<file path="src/rtl/mem_arb_pkg.sv">
// Shared types and default sizes for the fetch/data memory port arbiter.
package mem_arb_pkg;
    typedef enum logic [1:0] {
        IDLE  = 2'd0,
        FETCH = 2'd1,
        DATA  = 2'd2
    } arb_state_t;

    localparam int AW_DEF      = 32;
    localparam int DW_DEF      = 32;
    localparam int BEW         = DW_DEF / 8;
    localparam int TIMEOUT_DEF = 255;
endpackage

</file>
<file path="src/rtl/mem_port_arbiter_if.sv">
// Bundle of fetch port, data port and external memory bus seen by the arbiter.
interface mem_arb_if
    import mem_arb_pkg::*;
#(
    parameter int AW = AW_DEF,
    parameter int DW = DW_DEF
);
    localparam int BW = DW / 8;

    logic          f_req;
    logic [AW-1:0] f_addr;
    logic [DW-1:0] f_rdata;
    logic          f_ready;

    logic          d_req;
    logic          d_we;
    logic [BW-1:0] d_be;
    logic [AW-1:0] d_addr;
    logic [DW-1:0] d_wdata;
    logic [DW-1:0] d_rdata;
    logic          d_ready;

    logic          m_req;
    logic          m_we;
    logic [BW-1:0] m_be;
    logic [AW-1:0] m_addr;
    logic [DW-1:0] m_wdata;
    logic [DW-1:0] m_rdata;
    logic          m_ack;
    logic          bus_err;

    // Arbiter side
    modport slave (
        input  f_req, f_addr, d_req, d_we, d_be, d_addr, d_wdata, m_rdata, m_ack,
        output f_rdata, f_ready, d_rdata, d_ready,
        output m_req, m_we, m_be, m_addr, m_wdata, bus_err
    );

    // Datapath + memory side
    modport master (
        output f_req, f_addr, d_req, d_we, d_be, d_addr, d_wdata, m_rdata, m_ack,
        input  f_rdata, f_ready, d_rdata, d_ready,
        input  m_req, m_we, m_be, m_addr, m_wdata, bus_err
    );
endinterface

</file>
<file path="src/rtl/arb_fetch_buf.sv">
// One-entry instruction buffer {valid, tag, data} with hit compare.
// Only instantiated when ARB_FETCH_BUF_EN is defined.
module arb_fetch_buf
    import mem_arb_pkg::*;
#(
    parameter int AW = AW_DEF,
    parameter int DW = DW_DEF
) (
    input  logic          clk,
    input  logic          rst,
    input  logic          i_fill,
    input  logic [AW-1:0] i_fill_tag,
    input  logic [DW-1:0] i_fill_data,
    input  logic          i_inv,
    input  logic [AW-1:0] i_addr,
    output logic          o_hit,
    output logic [DW-1:0] o_data
);
    logic          r_valid;
    logic [AW-1:0] r_tag;
    logic [DW-1:0] r_data;

    // Fill happens in FETCH and invalidate on a grant out of IDLE, so they never collide.
    always_ff @(posedge clk or negedge rst) begin
        if (!rst) begin
            r_valid <= 1'b0;
            r_tag   <= '0;
            r_data  <= '0;
        end else if (i_inv) begin
            r_valid <= 1'b0;
        end else if (i_fill) begin
            r_valid <= 1'b1;
            r_tag   <= i_fill_tag;
            r_data  <= i_fill_data;
        end
    end

    assign o_hit  = r_valid && (r_tag == i_addr);
    assign o_data = r_data;
endmodule

</file>
<file path="src/rtl/mem_port_arbiter.sv">
// Fixed-priority (data over fetch) arbiter onto a single-port memory bus.
// Optional one-entry fetch buffer enabled by defining ARB_FETCH_BUF_EN.
module mem_port_arbiter
    import mem_arb_pkg::*;
#(
    parameter int AW          = AW_DEF,
    parameter int DW          = DW_DEF,
    parameter int TIMEOUT_CYC = TIMEOUT_DEF
) (
    input logic      clk,
    input logic      rst,
    mem_arb_if.slave bus
);
    localparam int BW = DW / 8;
    localparam int CW = $clog2(TIMEOUT_CYC + 1);

    arb_state_t    r_state, w_state_nxt;
    logic          r_m_req, r_m_we;
    logic [BW-1:0] r_m_be;
    logic [AW-1:0] r_m_addr;
    logic [DW-1:0] r_m_wdata;
    logic [CW-1:0] r_wait_cnt;
    logic          r_bus_err;

    logic          w_grant_f, w_grant_d, w_hit, w_wait;
    logic [DW-1:0] w_buf_data;

`ifdef ARB_FETCH_BUF_EN
    logic w_buf_hit;

    arb_fetch_buf #(.AW(AW), .DW(DW)) u_fbuf (
        .clk        (clk),
        .rst        (rst),
        .i_fill     ((r_state == FETCH) && bus.m_ack),
        .i_fill_tag (r_m_addr),
        .i_fill_data(bus.m_rdata),
        .i_inv      (w_grant_d && bus.d_we),
        .i_addr     (bus.f_addr),
        .o_hit      (w_buf_hit),
        .o_data     (w_buf_data)
    );

    // A pending data request always goes first, even over a buffered instruction.
    assign w_hit = (r_state == IDLE) && !bus.d_req && bus.f_req && w_buf_hit;
`else
    assign w_hit      = 1'b0;
    assign w_buf_data = '0;
`endif

    always_comb begin
        w_state_nxt = r_state;
        w_grant_d   = 1'b0;
        w_grant_f   = 1'b0;
        case (r_state)
            IDLE: begin
                if (bus.d_req) begin
                    w_grant_d   = 1'b1;
                    w_state_nxt = DATA;
                end else if (bus.f_req && !w_hit) begin
                    w_grant_f   = 1'b1;
                    w_state_nxt = FETCH;
                end
            end
            FETCH, DATA: begin
                if (bus.m_ack) w_state_nxt = IDLE;
            end
            default: w_state_nxt = IDLE;
        endcase
    end

    always_ff @(posedge clk or negedge rst) begin
        if (!rst) r_state <= IDLE;
        else      r_state <= w_state_nxt;
    end

    // Bus fields are captured at grant and frozen until the ack.
    always_ff @(posedge clk or negedge rst) begin
        if (!rst) begin
            r_m_req   <= 1'b0;
            r_m_we    <= 1'b0;
            r_m_be    <= '0;
            r_m_addr  <= '0;
            r_m_wdata <= '0;
        end else if (w_grant_d) begin
            r_m_req   <= 1'b1;
            r_m_we    <= bus.d_we;
            r_m_be    <= bus.d_be;
            r_m_addr  <= bus.d_addr;
            r_m_wdata <= bus.d_wdata;
        end else if (w_grant_f) begin
            r_m_req   <= 1'b1;
            r_m_we    <= 1'b0;
            r_m_be    <= '1;
            r_m_addr  <= bus.f_addr;
            r_m_wdata <= '0;
        end else if ((r_state != IDLE) && bus.m_ack) begin
            r_m_req   <= 1'b0;
        end
    end

    assign w_wait = r_m_req && !bus.m_ack;

    // Timeout only flags the hang; the transaction keeps waiting for its ack.
    always_ff @(posedge clk or negedge rst) begin
        if (!rst) begin
            r_wait_cnt <= '0;
            r_bus_err  <= 1'b0;
        end else begin
            if (w_grant_d || w_grant_f)
                r_wait_cnt <= '0;
            else if (w_wait && (r_wait_cnt != CW'(TIMEOUT_CYC)))
                r_wait_cnt <= r_wait_cnt + CW'(1);
            if (w_wait && (r_wait_cnt == CW'(TIMEOUT_CYC - 1)))
                r_bus_err <= 1'b1;
        end
    end

    assign bus.m_req   = r_m_req;
    assign bus.m_we    = r_m_we;
    assign bus.m_be    = r_m_be;
    assign bus.m_addr  = r_m_addr;
    assign bus.m_wdata = r_m_wdata;
    assign bus.bus_err = r_bus_err;

    assign bus.f_ready = ((r_state == FETCH) && bus.m_ack) || w_hit;
    assign bus.f_rdata = w_hit ? w_buf_data : bus.m_rdata;
    assign bus.d_ready = (r_state == DATA) && bus.m_ack;
    assign bus.d_rdata = bus.m_rdata;
endmodule

</file>
<file path="src/flat_wrapper.sv">
// flat-port wrapper written by rule: the top's interface ports become plain ports
module mem_port_arbiter_flat import mem_arb_pkg::*;
#(
    parameter int AW          = AW_DEF,
    parameter int DW          = DW_DEF,
    parameter int TIMEOUT_CYC = TIMEOUT_DEF
)
  (clk, rst, bus_f_req, bus_f_addr, bus_d_req, bus_d_we, bus_d_be, bus_d_addr, bus_d_wdata, bus_m_rdata, bus_m_ack, bus_f_rdata, bus_f_ready, bus_d_rdata, bus_d_ready, bus_m_req, bus_m_we, bus_m_be, bus_m_addr, bus_m_wdata, bus_bus_err);
  mem_arb_if #(.AW(AW), .DW(DW)) bus_i ();
  input logic clk;
  input logic rst;
  input wire logic [$bits(bus_i.f_req)-1:0] bus_f_req;
  input wire logic [$bits(bus_i.f_addr)-1:0] bus_f_addr;
  input wire logic [$bits(bus_i.d_req)-1:0] bus_d_req;
  input wire logic [$bits(bus_i.d_we)-1:0] bus_d_we;
  input wire logic [$bits(bus_i.d_be)-1:0] bus_d_be;
  input wire logic [$bits(bus_i.d_addr)-1:0] bus_d_addr;
  input wire logic [$bits(bus_i.d_wdata)-1:0] bus_d_wdata;
  input wire logic [$bits(bus_i.m_rdata)-1:0] bus_m_rdata;
  input wire logic [$bits(bus_i.m_ack)-1:0] bus_m_ack;
  output wire logic [$bits(bus_i.f_rdata)-1:0] bus_f_rdata;
  output wire logic [$bits(bus_i.f_ready)-1:0] bus_f_ready;
  output wire logic [$bits(bus_i.d_rdata)-1:0] bus_d_rdata;
  output wire logic [$bits(bus_i.d_ready)-1:0] bus_d_ready;
  output wire logic [$bits(bus_i.m_req)-1:0] bus_m_req;
  output wire logic [$bits(bus_i.m_we)-1:0] bus_m_we;
  output wire logic [$bits(bus_i.m_be)-1:0] bus_m_be;
  output wire logic [$bits(bus_i.m_addr)-1:0] bus_m_addr;
  output wire logic [$bits(bus_i.m_wdata)-1:0] bus_m_wdata;
  output wire logic [$bits(bus_i.bus_err)-1:0] bus_bus_err;
  assign bus_i.f_req = bus_f_req;
  assign bus_i.f_addr = bus_f_addr;
  assign bus_i.d_req = bus_d_req;
  assign bus_i.d_we = bus_d_we;
  assign bus_i.d_be = bus_d_be;
  assign bus_i.d_addr = bus_d_addr;
  assign bus_i.d_wdata = bus_d_wdata;
  assign bus_i.m_rdata = bus_m_rdata;
  assign bus_i.m_ack = bus_m_ack;
  assign bus_f_rdata = bus_i.f_rdata;
  assign bus_f_ready = bus_i.f_ready;
  assign bus_d_rdata = bus_i.d_rdata;
  assign bus_d_ready = bus_i.d_ready;
  assign bus_m_req = bus_i.m_req;
  assign bus_m_we = bus_i.m_we;
  assign bus_m_be = bus_i.m_be;
  assign bus_m_addr = bus_i.m_addr;
  assign bus_m_wdata = bus_i.m_wdata;
  assign bus_bus_err = bus_i.bus_err;
  mem_port_arbiter #(.AW(AW), .DW(DW), .TIMEOUT_CYC(TIMEOUT_CYC)) u_core (.clk(clk), .rst(rst), .bus(bus_i));
endmodule
</file>
<file path="config.mk">
export PLATFORM = sky130hd
export DESIGN_NAME = mem_port_arbiter_flat
export DESIGN_NICKNAME = d
export VERILOG_FILES = /design/src/rtl/mem_arb_pkg.sv /design/src/rtl/mem_port_arbiter_if.sv /design/src/rtl/arb_fetch_buf.sv /design/src/rtl/mem_port_arbiter.sv /design/src/flat_wrapper.sv
export SDC_FILE = /design/constraint.sdc
export NUM_CORES = 1
export LEC_CHECK = 0
export ABC_CLOCK_PERIOD_IN_PS = 1600
export BUFFER_PORTS_ARGS = -buffer_cell sky130_fd_sc_hd__buf_4
export CAP_MARGIN = 5
export CORE_MARGIN = 4
export CORE_UTILIZATION = 38
export DETAILED_ROUTE_END_ITERATION = 16
export PLACE_DENSITY = 0.89
export SYNTH_ARGS = -nofsm -noshare
export SYNTH_HDL_FRONTEND = slang
export SYNTH_HIERARCHICAL = 1
export SYNTH_SLANG_ARGS = --single-unit
</file>
<file path="constraint.sdc">
create_clock -name clk -period 1.6 [get_ports clk]
set_input_delay 0 -clock clk [delete_from_list [all_inputs] [get_ports clk]]
set_output_delay 0 -clock clk [all_outputs]
set_load 0.05 [all_outputs]
</file>
==> flow_metrics.tcl, run 1 <==
set metrics [dict create \
    root_buffer "clkbuf_8" \
    synth_area_leader_cell "dfrtp_1" \
    ys_seq_area_share_pct 51.4 \
    io_buffer_count 178 \
    final_common_cell "buf_4" \
    startpoint_type "flip-flop" \
    antenna_found_initial 0 \
    power_density_nw_per_um2 2060 \
    dpl.hpwl_um 7980 \
    ios 275 \
    required_ns 1.81 \
    grt_pass1_vias 4234 \
    fmax_mhz 679 \
    dr.pass1.iters 5 \
    maxSlewHeadroom_pct 64.2 \
    ir_drop_v 0.00130 \
    clockBufferDepth 2 \
    synth_area_um2 3940 \
    routabilityCongestion 0.846 \
    area_delta_synth_final_pct 57.1 \
    slew_violations 0 \
    dpl_cell_area_um2 4960 \
    holdCritPathClass "input port to output port" \
    p_leak_nw 2.85 \
    vias_per_cell 5.46 \
    postLayoutCellArea_um2 6190 \
    tightest_slew_ns 0.537 \
    period_share_pct 92.1 \
    insertion_delay_ns 0.34 \
    finalHoldViolCount 0 \
    drt-wirelength-per-cell_um 18.4 \
    layout_min_cycle_time_ns 1.47 \
    crit_type "flip-flop to flip-flop" \
    layout.nets 725 \
    cts_setup_buffers 0 \
    initial_utilization_pct 39.6 \
    synth_area_per_cell_um2 10.6 \
    drc_errors 0 \
    cts_tree "done" \
    setup_violations 0 \
    grt_max_degree 43 \
    cts-buffers-inserted 9 \
    layout-drive-gt1-share_pct 35.2 \
    drtIter0Drc 278 \
    syn_nets 514 \
    clk_pin_slew_ns 0.08 \
    outcome "finished clean" \
    syn-instance-count 371 \
    grt_pass1_wl_um 20700 \
    ys_types 39 \
    track_usage_pct 22.0 \
    vias 3929 \
    final_cell_mix "buf_4, dlygate4sd3_1, dfrtp_1, o22ai_1, a21oi_1" \
    synth_area_leaders "dfrtp_1, buf_4, o22ai_1" \
    postRouteAntennaNets 0 \
    ys_ff_latch 81 \
    fp.dieW_um 110 \
    worst-path-max-fanout 32 \
    nFillCells 736 \
    crit_path_end_kind "flip-flop" \
    grt.overflow.total 0 \
    rows 36 \
    synth_warnings 6 \
    htreeDepth 3 \
    coreArea_um2 9950 \
    diodes 0 \
    die_h_um 110 \
    drv_cap 0 \
    clock-sinks 81 \
    routed_wl_um 13300 \
    synth_top_cell_area_share_pct 51.4 \
    fp.dieArea_um2 12100 \
    cp_data_arrival_time_ns 1.68 \
    whs_ns 0.0000192 \
    rsz0062_at_grt "no" \
    clock_skew_ns 0.00734 \
    tns_ns 0 \
]
==> worst paths after layout <==
path / start / slack [ns] / to / cells after the start
min reg2reg: u_core/bus.bus_err / 0.47 / u_core/bus.bus_err / 1
max in group asynchronous: rst / 0.83 / u_core/bus.m_addr[3] / 3
min: bus_m_rdata[9] / 0.00002 / bus_d_rdata[9] / 0
max reg2reg: u_core/r_state[0] / 0.13 / u_core/bus.m_addr[2] / 6
max: u_core/r_state[0] / 0.13 / u_core/bus.m_addr[2] / 6
min in group asynchronous: rst / 0.19 / u_core/bus.m_wdata[26] / 2
==> cells by family after synthesis <==
kind of cell | count (synthesis) | share of synthesized area [%]
flip-flops | 81 | 51.4
AO/OA/AOI/OAI | 153 | 25.7
AND/OR/NAND/NOR | 33 | 4.67
buffers and inverters | 97 | 16.1
multiplexers | 2 | 0.508
adder cells (fa/ha/maj) | 5 | 1.59
==> through the flow <==
stage | power [W] | cells | setup WS, ns | utilization (%)
5_1_grt | 0.0133 | 719 | 0.0384 | 62.2
4_1_cts | 0.0126 | 719 | 0.00986 | 62.0
3_3_place_gp | 0.0108 | 601 | 0.137 | 49.8
6_report | 0.0127 | 719 | 0.127 | 62.2
3_5_place_dp | 0.0110 | 601 | 0.0333 | 49.8
2_1_floorplan | 0.00897 | 371 | 0.105 | -
==> registers in the layout, indices dropped and copies added (netlist names) <==
name and count:
u_core/r_state 2, u_core/bus.m_addr 32, u_core/bus.m_be 4, u_core/bus.m_wdata 32, u_core/bus.m_req 1, u_core/bus.m_we 1
u_core/bus.bus_err 1, u_core/r_wait_cnt 8
==> repair_timing <==
item                                   CTS  global route
gates resized for setup                  0             4
setup endpoints to repair                0            67
hold buffers                           103             0
endpoints found under the hold margin  111             0
==> final cells by class <==
class,count,area (um2),area share [%]
clock buffer,9,124,2.00
clock inverter,6,60.1,0.970
inverter,7,26.3,0.425
multi-input combinational,193,1300,20.9
sequential,81,2030,32.8
tap,133,166,2.69
timing repair buffer,290,2490,40.2
==> report_power, final <==
group | switching [W] | internal, W | leakage [nW]
clock | 0.000713 | 0.000704 | 0.0909
sequential | 0.000726 | 0.00297 | 0.980
combinational | 0.00504 | 0.00258 | 1.78
==> cells in the mapped netlist <==
cell      instances
inv_1             6
a31o_2            1
nor3_1            4
o21ai_0           5
nor4_1            1
nand4b_1          1
buf_2            11
nor2_1            1
o21a_1            1
nand3_1           3
a21oi_1          35
o22ai_1          64
nand3b_1          1
nor2b_1           1
buf_1             2
and4b_1           1
and3_1            1
clkinv_1          1
o21ai_1           1
and3b_1           1
a211oi_1          3
nand4_1           1
clkbuf_1         11
buf_4            64
dfrtp_1          81
ha_1              5
nor2_2            1
buf_6             2
nand2_1          10
o22a_1            4
a31oi_1           3
and2_1            2
a41oi_1           1
or4_1             1
a311oi_1          1
a22o_1           34
and4_1            1
mux2i_1           2
nand2b_1          2
==> metal layers <==
metal	GRT usage [%]	share of wire, %	vias up
met4	12.6	4.2	0
li1	-	-	1749
met3	7.57	10	57
met2	37.3	51	263
met5	0	0	-
met1	23.6	34	1860
==> worst max-delay path, cell delays in order (launching register included) <==
cell and delay (ns):
dfrtp_1 0.41, inv_1 0.13, ha_4 0.20, nand2_1 0.10
buf_12 0.19, o22ai_1 0.20, a21oi_1 0.11
No activity file was read; power rests on OpenSTA's default activity.
==> run 2, diff against run 1 <==
CORE_AREA = 2 2 105 107   (was not set)
CORE_MARGIN = not set   (was 4)
CORE_UTILIZATION = not set   (was 38)
DIE_AREA = 0 0 107 109   (was not set)
PLACE_DENSITY = 0.88   (was 0.89)
==> run 2 against run 1 <==
  * Final area decreased by 0.32%
  * Count of clock-buffer cells in the layout increased by 3
  * Cell count increased by 0.97%
  * Combinational power increased by 1%
  * Clock power decreased by 11%
  * Hold slack about the same
  * Via count increased by 1.9%
  * Core utilization decreased by 4.0 points
  * Worst setup slack improved by 0.027 ns
  * Wire length increased by 2.9%
==> flow_metrics.tcl, run 2 (same netlist as run 1, synthesis figures left out) <==
set metrics [dict create \
    outcome "finished clean" \
    layout.nets 724 \
    cp_data_arrival_time_ns 1.64 \
    clock-sinks 81 \
    holdCritPathClass "input port to output port" \
    grt.overflow.total 0 \
    grt_pass1_vias 4297 \
    highest_layer "met4" \
    coreArea_um2 10600 \
    rows 38 \
    antenna_found_initial 1 \
    setup_violations 0 \
    p_leak_nw 2.84 \
    required_ns 1.79 \
    power_density_nw_per_um2 2060 \
    postRouteAntennaNets 0 \
    dpl_cell_area_um2 4980 \
    dpl.hpwl_um 7510 \
    crit_path_end_kind "flip-flop" \
    postLayoutCellArea_um2 6170 \
    grt_max_degree 45 \
    layout_setup_ws_ns 0.154 \
    io_buffer_count 178 \
    period_share_pct 90.4 \
    fp.dieArea_um2 11700 \
    rsz0062_at_grt "no" \
    clk_pin_slew_ns 0.08 \
    track_usage_pct 23.4 \
    slew_violations 0 \
    finalNonFillerCells 726 \
    routed_wl_um 13700 \
    routabilityCongestion 0.815 \
    dr_wl_met2_um 7300 \
    ios 275 \
    cts_tree "done" \
    tightest_slew_ns 0.571 \
    worst-path-max-fanout 32 \
    drc_errors 0 \
    startpoint_type "flip-flop" \
    htreeDepth 3 \
    fp.dieW_um 107 \
    insertion_delay_ns 0.34 \
    dp_cells 608 \
    final_common_cell "buf_4" \
    clockBufferDepth 2 \
    wl_met3_um 1050 \
    grt_pass1_wl_um 21100 \
    dp_slack_ns 0.103 \
    clock_skew_ns 0.0123 \
    layout_min_cycle_time_ns 1.45 \
    ir_drop_v 0.00170 \
    wl_met1_um 4670 \
    vias 4002 \
    cts_setup_buffers 0 \
    final_util_pct 58.2 \
    fmax_mhz 692 \
    drt-wirelength-per-cell_um 18.8 \
    final_cell_mix "buf_4, dlygate4sd3_1, dfrtp_1, o22ai_1, a21oi_1" \
    drtIter0Drc 295 \
    layout-drive-gt1-share_pct 34.7 \
    vias_per_cell 5.51 \
    cts-buffers-inserted 9 \
    area_delta_synth_final_pct 56.6 \
    maxSlewHeadroom_pct 61.9 \
    tns_ns 0 \
    drv_cap 0 \
    finalHoldViolCount 0 \
    die_h_um 109 \
    nFillCells 846 \
    crit_type "flip-flop to flip-flop" \
    initial_utilization_pct 37.2 \
    root_buffer "clkbuf_8" \
    dr.pass1.iters 5 \
]
[run 2: changes by cell type in the layout (fill, tap and decap cells not counted), sizes merged]
cell         previous run  this run
dlygate4sd3           103       102
diode                   0         1
bufinv                  1         0
clkinvlp                2         0
clkbuf                  9        12
[run 2: final cells by class]
type | instances | area (um2) | share of cell area [%]
antenna | 1 | 2.50 | 0.0406
sequential | 81 | 2030 | 32.9
clock inverter | 3 | 18.8 | 0.304
timing repair buffer | 289 | 2490 | 40.3
multi-input combinational | 193 | 1300 | 21.0
inverter | 7 | 26.3 | 0.426
clock buffer | 12 | 135 | 2.19
tap | 140 | 175 | 2.84
[run 2: stage by stage]
stage	hold slack, ns	total power [W]
4_1_cts	0.000526	0.0125
2_1_floorplan	-0.296	0.00897
6_report	0.0000118	0.0127
3_5_place_dp	0.000526	0.0110
5_1_grt	0.000121	0.0132
3_3_place_gp	0.000526	0.0108
[run 2: worst max-delay path: stages, from the launching register on]
cell,delay (ns)
dfrtp_1,0.42
inv_1,0.12
ha_4,0.18
nand2_1,0.09
buf_12,0.19
o22ai_1,0.16
a21oi_1,0.11
[run 2: per-layer routing]
metal  vias up  global-route usage, %
li1       1749                      -
met1      1908                   24.3
met2       269                   42.1
met3        76                   6.52
met4         0                   14.0
met5         -                      0
[run 2: worst paths after layout]
kind                                         start  slack, ns  cells after the start                endpoint
worst max-delay path             u_core/r_state[1]       0.15                      6   u_core/bus.m_addr[31]
worst min-delay path                bus_m_rdata[2]    0.00001                      0          bus_d_rdata[2]
worst max register to register   u_core/r_state[1]       0.15                      6   u_core/bus.m_addr[31]
worst min register to register  u_core/bus.bus_err       0.49                      1      u_core/bus.bus_err
max in group asynchronous                      rst       0.79                      3   u_core/bus.m_addr[29]
min in group asynchronous                      rst       0.20                      2  u_core/bus.m_wdata[17]
[run 2: power breakdown]
part	leakage (nW)	switching, W	internal (W)
logic	1.78	0.00510	0.00260
clock network	0.0802	0.000701	0.000556
registers	0.980	0.000761	0.00297
[run 2: timing repair]
action / 4_1_cts / 5_1_grt
resized for setup: 0 / 2
hold buffers: 102 / 0
endpoints found under the hold margin: 113 / 0
endpoints found under the setup margin: 0 / 48
==> run 3, diff against run 2 <==
ABC_CLOCK_PERIOD_IN_PS = 1300   (was 1600)
BUFFER_PORTS_ARGS = -buffer_cell sky130_fd_sc_hd__buf_2   (was -buffer_cell sky130_fd_sc_hd__buf_4)
clock period = 1.3 ns   (was 1.6 ns; I/O delays follow)
==> run 3 against run 2 <==
  * The run now ends with setup timing left
  * Wire length is 6.3% higher
  * Critical path depth unchanged
  * Non-clock buffer count grew 16
  * Hold slack is essentially flat
  * Cell count rose by 2.3%
  * Combinational power is 26% higher
  * Die area unchanged
  * Clock power is 28% higher
  * Final area is 2.0% higher
  * Register-to-register slack got worse by 0.30 ns
  * Sequential power is 24% higher
  * Worst setup slack got worse by 0.30 ns
  * Critical endpoint is now u_core/bus.m_addr[21]
  * Highest routed layer unchanged
==> flow_metrics.tcl, run 3 (same netlist as run 1, synthesis figures left out) <==
set metrics [dict create \
    crit_chain "inv_2 -> ha_4 -> nand2_1 -> buf_12 -> o22ai_1 -> a21oi_1" \
    htreeDepth 3 \
    p_total_w 0.0160 \
    setup_violations 66 \
    combPwrFrac_pct 60.9 \
    maxSlewHeadroom_pct 68.7 \
    postLayoutCellArea_um2 6290 \
    diodes 0 \
    layout_setup_ws_ns -0.145 \
    startpoint_type "flip-flop" \
    grt_max_degree 34 \
    die_h_um 109 \
    violations "setup timing" \
    io_buffer_count 178 \
    track_usage_pct 22.8 \
    fp.dieArea_um2 11700 \
    slowest_delay_ns 0.39 \
    outcome "complete, but fails checks" \
    dr.pass1.iters 5 \
    final_cell_mix "buf_2, dlygate4sd3_1, dfrtp_1, a22o_1" \
    vias_per_cell 5.58 \
    power.switching_w 0.00854 \
    drt-wirelength-per-cell_um 19.5 \
    dpl_cell_area_um2 4650 \
    netSwitchingFraction_pct 53.5 \
    dpl.hpwl_um 7770 \
    slew_violations 0 \
    p_int_w 0.00741 \
    grt_pass1_wl_um 20800 \
    coreArea_um2 10600 \
    layout.nets 741 \
    holdCritPathClass "input port to output port" \
    ios 275 \
    postRouteAntennaNets 0 \
    nFillCells 791 \
    grt_pass1_vias 4297 \
    rows 38 \
    power_frac_seq_pct 29.0 \
    crit_type "flip-flop to flip-flop" \
    required_ns 1.52 \
    vias 4143 \
    p_leak_nw 2.87 \
    clock-sinks 81 \
    antenna_found_initial 0 \
    drc_errors 0 \
    clock_skew_ns 0.00608 \
    drv_cap 0 \
    routed_wl_um 14500 \
    cts-buffers-inserted 9 \
    cts_tree "done" \
    ir_drop_v 0.00194 \
    fmax_mhz 692 \
    power_density_nw_per_um2 2540 \
    area_delta_synth_final_pct 59.7 \
    drtIter0Drc 307 \
    cp_data_arrival_time_ns 1.67 \
    crit_path_end_kind "flip-flop" \
    rsz0062_at_grt "yes" \
    final_common_cell "buf_2" \
    clockPowerShare_pct 10.1 \
    routabilityCongestion 0.821 \
    fp.dieW_um 107 \
    clockBufferDepth 2 \
    layout-drive-gt1-share_pct 46.4 \
    initial_utilization_pct 37.2 \
    crit_path_top_delay_cell "dfrtp_1" \
    insertion_delay_ns 0.35 \
    tightest_slew_ns 0.470 \
    worst-path-max-fanout 32 \
    layout_min_cycle_time_ns 1.45 \
    clk_pin_slew_ns 0.08 \
    root_buffer "clkbuf_8" \
    finalHoldViolCount 0 \
    period_share_pct 111 \
    grt.overflow.total 0 \
]
[run 3: changes by cell type in the layout (fill, tap and decap cells not counted), sizes merged]
cell / change
nand2: +1
clkbuf: -2
clkinv: +1
buf: +15
dlygate4sd3: +1
diode: -1
clkinvlp: +2
[run 3: critical path, delay by kind of cell, from the launching register on]
family / cells / cell delay, ns
flops: 1 / 0.39
compound gates: 2 / 0.38
buf+inv: 2 / 0.27
fa+ha+maj: 1 / 0.18
simple gates: 1 / 0.09
[run 3: final cells by class]
class | instances | area (um2) | area share [%]
well taps | 140 | 175 | 2.78
repair buffers | 305 | 2220 | 35.2
flip-flops and latches | 81 | 2030 | 32.2
inverters | 7 | 26.3 | 0.417
multi-input cells | 194 | 1680 | 26.8
clock inverters | 6 | 35.0 | 0.557
clock buffers | 10 | 128 | 2.03
[run 3: path summary, 6_finish.rpt]
kind / endpoint / cells past startpoint / slack (ns) / from
worst max-delay path: u_core/bus.m_addr[21] / 6 / -0.15 / u_core/r_state[1]
worst min-delay path: bus_d_rdata[19] / 0 / 0.00001 / bus_m_rdata[19]
worst max register to register: u_core/bus.m_addr[21] / 6 / -0.15 / u_core/r_state[1]
worst min register to register: u_core/bus.bus_err / 1 / 0.50 / u_core/bus.bus_err
max in group asynchronous: u_core/bus.m_wdata[7] / 3 / 0.66 / rst
min in group asynchronous: u_core/bus.bus_err / 2 / 0.14 / rst
[run 3: metrics by stage]
step	hold WS (ns)	TNS, ns	setup WS, ns	instances	utilization (%)
global route	0.000158	-6.84	-0.197	743	59.4
floorplan	-0.296	-3.07	-0.105	371	-
detailed placement	-0.0319	-9.30	-0.234	621	43.9
global placement	-0.0387	-5.71	-0.111	621	43.9
finish	0.0000118	-2.51	-0.145	743	59.4
CTS	0.000526	-1.89	-0.0688	742	56.3
[run 3: power by group through the flow]
stage | clock [W] | sequential, W | combinational (W)
after floorplan | 0 | 0.00819 | 0.00298
after global placement | 0 | 0.00439 | 0.00827
after global routing | 0.00175 | 0.00475 | 0.0101
after CTS | 0.00166 | 0.00445 | 0.00900
final | 0.00161 | 0.00462 | 0.00972
after detailed placement | 0 | 0.00446 | 0.00849
[run 3: what timing repair did]
item,in CTS,in global routing
setup buffers,1,2
pin swaps,1,8
endpoints found under the setup margin,72,79
hold buffers,103,0
hold endpoints to repair,151,0
gates cloned,1,0
gates resized for setup,23,56
[run 3: layer usage]
| metal | GRT usage (%) | up-vias | share of wire, % |
|---|---|---|---|
| li1 | - | 1788 | - |
| met1 | 25.7 | 2002 | 36 |
| met2 | 39.0 | 268 | 51 |
| met3 | 6.16 | 85 | 8.4 |
| met4 | 13.1 | 0 | 4.7 |
| met5 | 0 | - | 0 |
